==> src/rtl/reg_file_pkg.sv <==
// Shared sizing constants for the register file and its read ports.
// NUM_REGS is derived from the address width so the two can never disagree.
package reg_file_pkg;

    localparam int DEFAULT_ADDR_WIDTH = 3;
    localparam int DEFAULT_REG_WIDTH  = 32;
    localparam int DEFAULT_NUM_REGS   = 2 ** DEFAULT_ADDR_WIDTH;

    // A write is forwarded to a read port only while it is actually being requested.
    function automatic logic bypass_hit(input logic write_en,
                                        input logic [31:0] rd_addr,
                                        input logic [31:0] wr_addr);
        return write_en && (rd_addr == wr_addr);
    endfunction

endpackage

==> src/rtl/reg_file_rd_port.sv <==
// One combinational read port: selects a stored register and, when the pending
// write targets the same address, forwards the write data instead.
module reg_file_rd_port
    import reg_file_pkg::*;
#(
    parameter int ADDR_WIDTH = DEFAULT_ADDR_WIDTH,
    parameter int REG_WIDTH  = DEFAULT_REG_WIDTH,
    parameter int NUM_REGS   = 2 ** ADDR_WIDTH
) (
    input  logic [NUM_REGS-1:0][REG_WIDTH-1:0] regs,
    input  logic [ADDR_WIDTH-1:0]              rd_addr,
    input  logic [ADDR_WIDTH-1:0]              wr_addr,
    input  logic [REG_WIDTH-1:0]               wr_val,
    input  logic                               write_en,
    output logic [REG_WIDTH-1:0]               rd_val
);

    logic [31:0] rd_addr_ext;
    logic [31:0] wr_addr_ext;
    logic        hit;

    assign rd_addr_ext = 32'(rd_addr);
    assign wr_addr_ext = 32'(wr_addr);
    assign hit         = bypass_hit(write_en, rd_addr_ext, wr_addr_ext);

    // Bypass keeps the output stable across the write edge: the same value is
    // shown before the edge (forwarded) and after it (from storage).
    always_comb begin
        rd_val = regs[rd_addr];
        if (hit) begin
            rd_val = wr_val;
        end
    end

endmodule

==> src/rtl/reg_file.sv <==
// Register file with one write port and two independent combinational read
// ports, each with write-through bypass. Reset clears every register.
module reg_file
    import reg_file_pkg::*;
#(
    parameter int ADDR_WIDTH = DEFAULT_ADDR_WIDTH,
    parameter int REG_WIDTH  = DEFAULT_REG_WIDTH
) (
    input  logic                  i_clk,
    input  logic                  i_rst,
    input  logic [ADDR_WIDTH-1:0] i_reg_a_addr_r,
    input  logic [ADDR_WIDTH-1:0] i_reg_b_addr_r,
    input  logic [ADDR_WIDTH-1:0] i_reg_addr_w,
    input  logic [REG_WIDTH-1:0]  i_reg_val_w,
    input  logic                  i_write_en,
    output logic [REG_WIDTH-1:0]  o_reg_a_val_r,
    output logic [REG_WIDTH-1:0]  o_reg_b_val_r
);

    localparam int NUM_REGS = 2 ** ADDR_WIDTH;

    logic [NUM_REGS-1:0][REG_WIDTH-1:0] regs;

    // Register 0 is an ordinary register; reset takes priority over any write.
    always_ff @(posedge i_clk or posedge i_rst) begin
        if (i_rst) begin
            regs <= '0;
        end else if (i_write_en) begin
            regs[i_reg_addr_w] <= i_reg_val_w;
        end
    end

    reg_file_rd_port #(
        .ADDR_WIDTH(ADDR_WIDTH),
        .REG_WIDTH (REG_WIDTH),
        .NUM_REGS  (NUM_REGS)
    ) u_rd_port_a (
        .regs    (regs),
        .rd_addr (i_reg_a_addr_r),
        .wr_addr (i_reg_addr_w),
        .wr_val  (i_reg_val_w),
        .write_en(i_write_en),
        .rd_val  (o_reg_a_val_r)
    );

    reg_file_rd_port #(
        .ADDR_WIDTH(ADDR_WIDTH),
        .REG_WIDTH (REG_WIDTH),
        .NUM_REGS  (NUM_REGS)
    ) u_rd_port_b (
        .regs    (regs),
        .rd_addr (i_reg_b_addr_r),
        .wr_addr (i_reg_addr_w),
        .wr_val  (i_reg_val_w),
        .write_en(i_write_en),
        .rd_val  (o_reg_b_val_r)
    );

endmodule

==> config.mk <==
export PLATFORM = sky130hd
export DESIGN_NAME = reg_file
export DESIGN_NICKNAME = d
export VERILOG_FILES = /design/src/rtl/reg_file_pkg.sv /design/src/rtl/reg_file_rd_port.sv /design/src/rtl/reg_file.sv
export SDC_FILE = /design/constraint.sdc
export NUM_CORES = 1
export LEC_CHECK = 0
export CORE_MARGIN = 5
export CORE_UTILIZATION = 40
export CTS_CLUSTER_DIAMETER = 150
export DETAILED_ROUTE_END_ITERATION = 10
export PLACE_DENSITY = 0.58
export REMOVE_ABC_BUFFERS = 1
export SLEW_MARGIN = 20
export SYNTH_ARGS = -nofsm -noshare
export SYNTH_HDL_FRONTEND = slang
export SYNTH_SLANG_ARGS = --single-unit
==> constraint.sdc <==
create_clock -name i_clk -period 11.42 [get_ports i_clk]
set_input_delay 2.284 -clock i_clk [delete_from_list [all_inputs] [get_ports i_clk]]
set_output_delay 2.284 -clock i_clk [all_outputs]
set_load 0.02 [all_outputs]
==> metrics.md <==
| Metric | Value |
|---|---|
| Gr ovfl total | `0` |
| Placed Cells | `1383` |
| Dpl hpwl | `19500 µm` |
| Min Hold Slack | `493 ps` |
| GP Congestion | `0.719` |
| Crit path time final | `7600 ps` |
| Final #Nets | `991` |
| Top cell type's share of synthesized area | `43.6%` |
| Clock sink total | `256` |
| Reg with most FFs | `regs` |
| Hold Path End | `regs[38]$_DFFE_PP0P_` |
| Crit share post-route | `66.6%` |
| Cell Pwr Density | `182 nW/µm²` |
| First-pass GRT wire length | `54700 µm` |
| Die Span Y | `202 µm` |
| Pins Over Slew Limit | `0` |
| Pin count of the biggest net entering global routing | `128` |
| Asr flop ratio synth | `100%` |
| Dominant synthesized flop cell | `dfrtp_1` |
| Status | `finished clean` |
| Worst hold path class | `flop to flop` |
| Hold bufs inserted after CTS | `0` |
| Setup TNS | `0 ps` |
| # setup viols final | `0` |
| Area leader, netlist | `dfrtp_1` |
| Seq/Total Area, Yosys | `43.6%` |
| DR WL/cell | `24.4 µm` |
| Width of the die | `202 µm` |
| CTS tree | `done` |
| Final Hold Viols | `0` |
| Inserted Diodes | `0` |
| RR Startpoint | `regs[253]$_DFFE_PP0P_` |
| Worst Setup End Kind | `primary output` |
| Final setup margin | `3820 ps` |
| H-tree depth | `1` |
| Total CTS buffers | `30` |
| Post-place setup slack | `3780 ps` |
| Layout cells sized above 1 | `38.2%` |
| FF/Latch Area | `6410 µm²` |
| Crit path max fanout | `34` |
| Starting Density | `40.3%` |
| FILL cells | `3248` |
| Slew @ Worst Pin | `1050 ps` |
| RR Endpoint | `regs[253]$_DFFE_PP0P_` |
| Final core utilization | `46.5%` |
| Clk Latency, worst-skew pair | `560 ps` |
| Post-CTS setup buffer count | `0` |
| Initial antenna violation count | `0` |
| Synth unique cells | `21` |
| Max-cap violations | `0` |
| Yosys reg bits | `256` |
| Number of synthesized flops with an enable pin | `0` |
| Leakage power | `7.07 nW` |
| Synth warnings | `0` |
| IO Pins | `108` |
| Hold path startpoint | `regs[38]$_DFFE_PP0P_` |
| CTS Buffer Depth | `3` |
| GRT Total Usage | `17.2%` |
| Synthesized area | `14700 µm²` |
| Max FFs per register | `256` |
| Fmax | `0.132 GHz` |
| WHS Path Cells | `1` |
| Final WL | `35100 µm` |
| RSZ-0062 raised after global routing | `false` |
| # rows | `70` |
| Clock-pin slew of the registers on the worst-case setup and hold paths | `50 ps` |
| Non-Filler Instances | `1438` |
| Via count | `8194` |
| Vias in the first global route | `8852` |
| # DRC | `0` |
| Root Driver | `clkbuf_16` |
| Reg2Reg Setup Slack | `10570 ps` |
| DIE AREA | `40600 µm²` |
| Worst EP arrival | `5320 ps` |
| WS Path Type | `input pin to primary output` |
| Synth Area per Inst | `16.5 µm²` |
| Layout area overhead | `15.3%` |
| CTS resizes | `0` |
| Peak VDD IR | `118 µV` |
| Total core area | `36400 µm²` |
| Top post-synthesis cells by area | `dfrtp_1 44%, mux2_2 14%, mux2_1 13%` |
| First-pass DRT Iterations | `4` |
| ANT nets after route | `0` |
| R2R cell count | `1` |
| Via density | `5.70` |
| Startpoint types | `input pin` |
| Clock skew | `0 ps` |
| Top Registers | `regs: 256 flops` |
| PortBufs | `107` |
| Multi-input gate area | `7710 µm²` |
| Initial drt markers | `314` |
| CP required | `9140 ps` |
| Slew Limit Headroom | `30.1%` |
| Post-synthesis cell count | `889` |
[cell type report]
| cell class | instances | area share (%) |
|---|---|---|
| clock buffers | 45 | 5.30 |
| clock inverters | 10 | 0.658 |
| inverters | 1 | 0.0665 |
| multi-input cells | 530 | 45.6 |
| flip-flops and latches | 256 | 37.8 |
| well taps | 468 | 3.46 |
| repair buffers | 128 | 7.11 |
[report_power, final]
group / switching [W] / internal [W]
clock network: 0.000377 / 0.000584
logic: 0.000335 / 0.000546
registers: 0.000130 / 0.00111
total: 0.000842 / 0.00224
[kinds of logic (layout without fill, tap and decap cells)]
group / count (synthesis) / after routing / share of synthesized area, %
multiplexers: 512 / 512 / 51.4
flip-flops: 256 / 256 / 43.6
buffers and inverters: 103 / 184 / 4.02
AND/OR/NAND/NOR: 12 / 12 / 0.648
XOR/XNOR: 6 / 6 / 0.358
[cell usage after synthesis (6+ instances only)]
master / number
dfrtp_1: 256
mux2_2: 185
mux2_1: 166
mux4_2: 72
mux4_1: 56
buf_1: 37
mux2_4: 33
clkbuf_1: 26
buf_2: 23
buf_12: 8
xnor2_1: 6
[metrics by stage]
| step | area, µm² | total power, W |
|---|---|---|
| floorplan | 14100 | 0.00182 |
| global placement | 15900 | 0.00213 |
| detailed placement | 15900 | 0.00214 |
| CTS | 16900 | 0.00312 |
| global route | 16900 | 0.00324 |
| finish | 16900 | 0.00308 |
[cell usage in the layout (no fill, tap or decap), drive strengths merged]
cell             n
mux4           128
nor3             2
mux2           384
clkbuf          45
nor3b            2
xnor2            6
nand2b           1
buf             27
clkdlybuf4s50  101
inv              1
nand4b           3
clkinv           8
nand4            3
bufinv           2
dfrtp          256
nand2            1
[how the worst max path moves through the flow]
stage | cells after the start | to | startpoint | slack, ps
after global placement | 6 | o_reg_b_val_r[7] | i_reg_b_addr_r[0] | 3780
after floorplan | 1 | regs[0]$_DFFE_PP0P_ | i_rst | 2090
final | 6 | o_reg_b_val_r[7] | i_reg_b_addr_r[0] | 3820
after detailed placement | 6 | o_reg_b_val_r[17] | i_reg_b_addr_r[0] | 3780
after global routing | 6 | o_reg_b_val_r[7] | i_reg_b_addr_r[0] | 3650
after CTS | 6 | o_reg_b_val_r[6] | i_reg_b_addr_r[0] | 3780
[per-layer routing]
metal  track usage [%]  up-vias  routed length (µm)
met5                 0        -                   0
met4              2.93        0                 534
met3              2.32       35                1170
met2              29.2      137               17100
met1              24.1     4402               16300
li1                  -     3620                   -
[worst max-delay path, cell delays in order]
cell and delay (ps):
buf_4 540, buf_4 690, mux4_1 660, mux2_2 280, mux2_4 260, clkdlybuf4s50_1 540
Note: power is estimated with default switching activity, not from simulation.
